===== config.mk =====
export PLATFORM = sky130hd
export DESIGN_NAME = issue_select_flat
export DESIGN_NICKNAME = d
export VERILOG_FILES = /design/src/rtl/issue_select_if.sv /design/src/rtl/issue_select.sv /design/src/flat_wrapper.sv
export SDC_FILE = /design/constraint.sdc
export NUM_CORES = 1
export LEC_CHECK = 0
export CORE_MARGIN = 5
export CORE_UTILIZATION = 50
export CTS_CLUSTER_DIAMETER = 30
export DETAILED_ROUTE_END_ITERATION = 10
export MAX_ROUTING_LAYER = met4
export PLACE_DENSITY = 0.68
export SLEW_MARGIN = 20
export SYNTH_ARGS = -nofsm -noshare
export SYNTH_HDL_FRONTEND = slang
export SYNTH_SLANG_ARGS = --single-unit

===== constraint.sdc =====
create_clock -name clk -period 5.1 [get_ports clk]
set_clock_uncertainty 0.2 [all_clocks]
set_input_delay 0.765 -clock clk [delete_from_list [all_inputs] [get_ports clk]]
set_output_delay 0.765 -clock clk [all_outputs]
set_load 0.005 [all_outputs]

===== src/rtl/issue_select_if.sv =====
// Bundles the scheduler select-stage signals: wakeup requests, dispatch allocation and FU readiness in; grants and frees out.
// The master side drives requests, allocation, readiness and flush, and receives the grants.
// The slave side is the select stage itself.
interface issue_select_if #(
  parameter int NUM_ROWS = 8,
  parameter int NUM_FUS  = 4,
  parameter int ROW_W    = (NUM_ROWS > 1) ? $clog2(NUM_ROWS) : 1,
  parameter int FU_W     = (NUM_FUS > 1) ? $clog2(NUM_FUS) : 1
);
  logic [NUM_ROWS-1:0]       request_vector;
  logic                      alloc_en;
  logic [ROW_W-1:0]          alloc_row;
  logic [FU_W-1:0]           alloc_fu;
  logic [NUM_FUS-1:0]        fu_ready;
  logic                      flush;
  logic [NUM_FUS-1:0]        grant_valid;
  logic [NUM_FUS*ROW_W-1:0]  grant_row;
  logic [NUM_ROWS-1:0]       select_vector;

  modport master (
    output request_vector, alloc_en, alloc_row, alloc_fu, fu_ready, flush,
    input  grant_valid, grant_row, select_vector
  );

  modport slave (
    input  request_vector, alloc_en, alloc_row, alloc_fu, fu_ready, flush,
    output grant_valid, grant_row, select_vector
  );
endinterface


===== src/rtl/issue_select.sv =====
// Issue select: picks at most one row per FU each cycle, round-robin per FU, and masks rows that were already issued.
// Latency: a request that is eligible in cycle N is granted, and freed to wakeup, from flops in cycle N+1.
// Backpressure: a low fu_ready[f] blocks that FU's grant and freezes its round-robin pointer; the other FUs are unaffected.
module issue_select #(
  parameter int NUM_ROWS = 8,
  parameter int NUM_FUS  = 4,
  parameter int ROW_W    = (NUM_ROWS > 1) ? $clog2(NUM_ROWS) : 1,
  parameter int FU_W     = (NUM_FUS > 1) ? $clog2(NUM_FUS) : 1
) (
  input  logic           clk,
  input  logic           rst,
  issue_select_if.slave  bus
);

  // Per-row target FU, and the sticky issued mask that blocks a second grant before wakeup drops the request.
  logic [FU_W-1:0]           fu_table_q [NUM_ROWS];
  logic [NUM_ROWS-1:0]       issued_q;
  logic [NUM_ROWS-1:0]       issued_d;

  // Per-FU round-robin start point: the row after the last one granted.
  logic [ROW_W-1:0]          rr_ptr_q [NUM_FUS];
  logic [ROW_W-1:0]          rr_ptr_d [NUM_FUS];

  // Registered outputs
  logic [NUM_FUS-1:0]        grant_valid_q;
  logic [NUM_FUS-1:0]        grant_valid_d;
  logic [NUM_FUS*ROW_W-1:0]  grant_row_q;
  logic [NUM_FUS*ROW_W-1:0]  grant_row_d;
  logic [NUM_ROWS-1:0]       select_q;
  logic [NUM_ROWS-1:0]       select_d;

  // Eligibility matrix, one row mask per FU
  logic [NUM_ROWS-1:0]       elig [NUM_FUS];

  // Build per-FU eligible masks; a row being re-allocated this cycle is never granted on its stale request.
  always_comb begin
    for (int f = 0; f < NUM_FUS; f++) begin
      for (int r = 0; r < NUM_ROWS; r++) begin
        elig[f][r] = bus.request_vector[r]
                  && !issued_q[r]
                  && (fu_table_q[r] == FU_W'(f))
                  && !(bus.alloc_en && (bus.alloc_row == ROW_W'(r)))
                  && bus.fu_ready[f]
                  && !bus.flush;
      end
    end
  end

  // Round-robin pick per FU: first eligible row at or above the pointer, wrapping at the last row.
  always_comb begin : pick_c
    int               idx;
    logic             found;
    logic [ROW_W-1:0] idx_w;
    idx           = 0;
    found         = 1'b0;
    idx_w         = '0;
    grant_valid_d = '0;
    grant_row_d   = '0;
    select_d      = '0;
    for (int f = 0; f < NUM_FUS; f++) begin
      rr_ptr_d[f] = rr_ptr_q[f];
    end
    for (int f = 0; f < NUM_FUS; f++) begin
      found = 1'b0;
      for (int i = 0; i < NUM_ROWS; i++) begin
        idx = int'(rr_ptr_q[f]) + i;
        if (idx >= NUM_ROWS) begin
          idx = idx - NUM_ROWS;
        end
        idx_w = ROW_W'(idx);
        if (!found && elig[f][idx_w]) begin
          found                         = 1'b1;
          grant_valid_d[f]              = 1'b1;
          grant_row_d[f*ROW_W +: ROW_W] = idx_w;
          select_d[idx_w]               = 1'b1;
          rr_ptr_d[f]                   = (idx == NUM_ROWS - 1) ? '0 : ROW_W'(idx + 1);
        end
      end
    end
  end

  // Issued-mask next state: flush wipes it, grants set bits, and allocation clears the new row (allocation is applied last so it survives a flush).
  always_comb begin
    issued_d = bus.flush ? '0 : (issued_q | select_d);
    if (bus.alloc_en) begin
      issued_d[bus.alloc_row] = 1'b0;
    end
  end

  // State and output registers; the asynchronous reset clears everything at once.
  always_ff @(posedge clk or negedge rst) begin
    if (!rst) begin
      grant_valid_q <= '0;
      grant_row_q   <= '0;
      select_q      <= '0;
      issued_q      <= '0;
      for (int f = 0; f < NUM_FUS; f++) begin
        rr_ptr_q[f] <= '0;
      end
      for (int r = 0; r < NUM_ROWS; r++) begin
        fu_table_q[r] <= '0;
      end
    end else begin
      grant_valid_q <= grant_valid_d;
      grant_row_q   <= grant_row_d;
      select_q      <= select_d;
      issued_q      <= issued_d;
      for (int f = 0; f < NUM_FUS; f++) begin
        rr_ptr_q[f] <= rr_ptr_d[f];
      end
      if (bus.alloc_en) begin
        fu_table_q[bus.alloc_row] <= bus.alloc_fu;
      end
    end
  end

  assign bus.grant_valid   = grant_valid_q;
  assign bus.grant_row     = grant_row_q;
  assign bus.select_vector = select_q;

endmodule


===== src/flat_wrapper.sv =====
// flat-port wrapper written by rule: the top's interface ports become plain ports
module issue_select_flat 
#(
  parameter int NUM_ROWS = 8,
  parameter int NUM_FUS  = 4,
  parameter int ROW_W    = (NUM_ROWS > 1) ? $clog2(NUM_ROWS) : 1,
  parameter int FU_W     = (NUM_FUS > 1) ? $clog2(NUM_FUS) : 1
)
  (clk, rst, bus_request_vector, bus_alloc_en, bus_alloc_row, bus_alloc_fu, bus_fu_ready, bus_flush, bus_grant_valid, bus_grant_row, bus_select_vector);
  issue_select_if #(.NUM_ROWS(NUM_ROWS), .NUM_FUS(NUM_FUS), .ROW_W(ROW_W), .FU_W(FU_W)) bus_i ();
  input  logic clk;
  input  logic rst;
  input wire logic [$bits(bus_i.request_vector)-1:0] bus_request_vector;
  input wire logic [$bits(bus_i.alloc_en)-1:0] bus_alloc_en;
  input wire logic [$bits(bus_i.alloc_row)-1:0] bus_alloc_row;
  input wire logic [$bits(bus_i.alloc_fu)-1:0] bus_alloc_fu;
  input wire logic [$bits(bus_i.fu_ready)-1:0] bus_fu_ready;
  input wire logic [$bits(bus_i.flush)-1:0] bus_flush;
  output wire logic [$bits(bus_i.grant_valid)-1:0] bus_grant_valid;
  output wire logic [$bits(bus_i.grant_row)-1:0] bus_grant_row;
  output wire logic [$bits(bus_i.select_vector)-1:0] bus_select_vector;
  assign bus_i.request_vector = bus_request_vector;
  assign bus_i.alloc_en = bus_alloc_en;
  assign bus_i.alloc_row = bus_alloc_row;
  assign bus_i.alloc_fu = bus_alloc_fu;
  assign bus_i.fu_ready = bus_fu_ready;
  assign bus_i.flush = bus_flush;
  assign bus_grant_valid = bus_i.grant_valid;
  assign bus_grant_row = bus_i.grant_row;
  assign bus_select_vector = bus_i.select_vector;
  issue_select #(.NUM_ROWS(NUM_ROWS), .NUM_FUS(NUM_FUS), .ROW_W(ROW_W), .FU_W(FU_W)) u_core (.clk(clk), .rst(rst), .bus(bus_i));
endmodule

==> summary.md <==
| Metric | Value |
|---|---|
| Status | finished, final reports clean |
| Distinct cells, synth | 92 |
| Ys flop type | dfrtp_1 |
| WL/cell | ~30 µm |
| Rows | 52 |
| CTS Buf Count | 9 |
| ANT cells | 0 |
| Via count | 13847 |
| #FFs+latches synth | 60 |
| Vias in the first global route | 12754 |
| Non-Filler Instances | 1803 |
| Placed inst area | between 10000 and 15000 µm² |
| CTS H-tree depth | 3 |
| Crit start category | input pin |
| Worst Path Required | around 5200 ps |
| CP Data Arrival Time | 5050 ps |
| Max cap viols | 0 |
| RSZ-0062 raised after global routing | false |
| Antenna viol nets, final | 0 |
| Chip Width | 154 µm |
| Fin. Hold Viols | 0 |
| Initial antenna violation count | 0 |
| NumNets Final | between 1500 and 2000 |
| Fmax | 200 MHz |
| Cells after DPL | 1787 |
| Worst-path clk slew | 70 ps |
| Asr flop ratio synth | 100% |
| # DRC | 0 |
| IO Port Bufs | 44 |
| Peak supply drop | 579 µV |
| Min-Delay Path Class | input pin to async pin |
| Type of the worst setup path | input pin to register |
| Total routed wirelength | 53800 µm |
| Synth warn | 0 |
| Iter 0 DRT Violations | 2460 |
| Core ar. | just over 20000 µm² |
| Worst-Margin Slew | between 800 and 900 ps |
| Finished Core Util | 61.7% |
| Die Ht | 154 µm |
| Clk sinks | 60 |
| Max-slew violation count | 0 |
| Seq/Total Area, Yosys | 14.5% |
| Initial core utilization | between 50% and 60% |
| Syn Inst Count | 1370 |
| Worst Path Max Fanout | 14 |
| Post-Syn Area | 10400 µm² |
| Clock tree root buffer cell | clkbuf_16 |
| Area of the die | 23700 µm² |
| Slew HR | 39.7% |
| P_leak | roughly 0.0052 µW |
| First-pass GRT wire length | 81300 µm |
| Setup-failing EPs final | 0 |
| Clock latency at the later pin of the worst-skew pair | 370 ps |
| CTS tree | done |
| All-Layer GR Usage | 45.6% |
| Final period util | 98.0% |
| Number of synthesized flops with an enable pin | 0 |
| Layout cells sized above 1 | 19.0% |
| Number of buffers on the longest clock path | 2 |
| IO Pins | between 40 and 50 |
| Tmin final | 5000 ps |
| GPL Wtd Cong | 1.22 |
| 1st-pass router iterations | 8 |
| Synthesized Nets | 1464 |
| Pwr dens | 769 nW/µm² |
| Cell area after layout | 12500 µm² |
| Largest net degree at the start of global routing | 61 |
| Filler cells | 1893 |
| Syn_area_per_cell | 7.56 µm² |
| Grt ovf | 0 |
| Detailed Place HPWL | roughly 42000 µm |
| Final total power | 9630 µW |
| Critical Path End Type | register |
| Vias/cell | around 7.7 |
| Area added between synthesis and finish | 20.8% |
logic make-up after synthesis:
| group | after synthesis | synth area share [%] |
|---|---|---|
| xor gates and xnor gates | 4 | 0.338 |
| and+or+nand+nor | 671 | 34.2 |
| buffers and inverters | 122 | 4.86 |
| DFF | 60 | 14.5 |
| adders and majority gates | 73 | 8.82 |
| muxes | 61 | 11.0 |
| AOI/OAI and AO/OA | 379 | 26.3 |
per-stage QoR:
stage	setup slack (ps)	setup TNS (ps)	hold WS (ps)
floorplan	886	0	269
global placement	-96.5	-274	333
detailed placement	-208	-1140	359
CTS	151	0	348
global route	7.50	0	397
finish	104	0	312
path summary, 6_finish.rpt:
kind,from,endpoint,slack [ps],cells after the start
setup reg to reg,u_core.fu_table_q[12]$_DFFE_PN0P_,u_core.issued_q[6]$_DFF_PN0_,420,11
hold reg to reg,u_core.fu_table_q[10]$_DFFE_PN0P_,u_core.fu_table_q[10]$_DFFE_PN0P_,380,2
min in group clk,u_core.fu_table_q[10]$_DFFE_PN0P_,u_core.fu_table_q[10]$_DFFE_PN0P_,380,2
setup / recovery,bus_alloc_row[2],u_core.issued_q[6]$_DFF_PN0_,100,12
hold / removal,rst,u_core.rr_ptr_q[7]$_DFFE_PN0P_,310,1
max in group asynchronous,rst,u_core.bus.grant_row[10]$_DFF_PN0_,3810,1
cells in the mapped netlist (all sizes together) (24+ instances only):
cell type	instances	share of area, %
inv	29	1.1
o22ai	38	2.3
nor4	35	2.2
a31oi	27	1.6
mux4	42	9.1
nor3	47	2.5
a21oi	49	2.4
nand3	80	4.1
clkbuf	66	2.4
nand4	45	2.7
ha	73	8.8
o21ai	63	3.0
nand2	203	7.4
nor2	108	4.0
and2	24	1.5
dfrtp	60	14
layer usage:
metal	wire, µm	up-vias	global-route usage (%)
met1	19600	6359	59.7
li1	-	5740	-
met2	21700	1366	64.1
met5	0	-	-
met4	4380	0	25.3
met3	8080	382	11.9
placed cells by master (no fill, tap or decap), types with 13 or more instances in the layout:
cell type and count:
o22ai_1 38, dfrtp_1 60, mux4_2 42, buf_4 189
a21oi_1 49, or3_1 21, nor4bb_1 13, nand3_1 76
nor2_1 105, nor4_1 32, a31oi_1 27, mux2i_1 14
and2_1 21, ha_1 73, nand2_1 202, nor3_1 44
o211ai_1 20, o21ai_0 62, nand4_1 45, clkdlybuf4s50_1 43
inv_1 26
report_power, final:
part / internal [µW] / switching [µW]
logic: 3010 / 5110
registers: 679 / 195
clock network: 331 / 296
registers in the layout, summed over array words and instances, names as in the netlist:
register and flops:
u_core.bus.grant_row 12, u_core.bus.grant_valid 4, u_core.rr_ptr_q 12, u_core.bus.select_vector 8, u_core.issued_q 8, u_core.fu_table_q 16
worst max-delay path: stages:
cell             delay (ps)
clkdlybuf4s50_1         630
nand4_1                 290
nand4_1                 390
o22ai_1                 550
mux4_2                  440
nor4_2                  100
buf_4                   150
nand4_1                 260
nand3_1                 200
or4_1                   490
or4_4                   540
o211a_1                 220
final cells by class:
cell class | instances | area, µm² | area share (%)
clock buffers | 9 | 225 | 1.80
clock inverters | 7 | 51.3 | 0.410
inverters | 35 | 131 | 1.05
multi-input cells | 1188 | 8380 | 66.9
flip-flops and latches | 60 | 1500 | 12.0
well taps | 270 | 338 | 2.70
repair buffers | 234 | 1890 | 15.1
what timing repair did:
item                                    in CTS  in global routing
resized for setup                            0                  5
endpoints found under the hold margin        0                  0
endpoints found under the setup margin       0                  8
hold buffers                                 0                  0
setup buffers                                0                  0
Power figures use the tool's default switching activity.
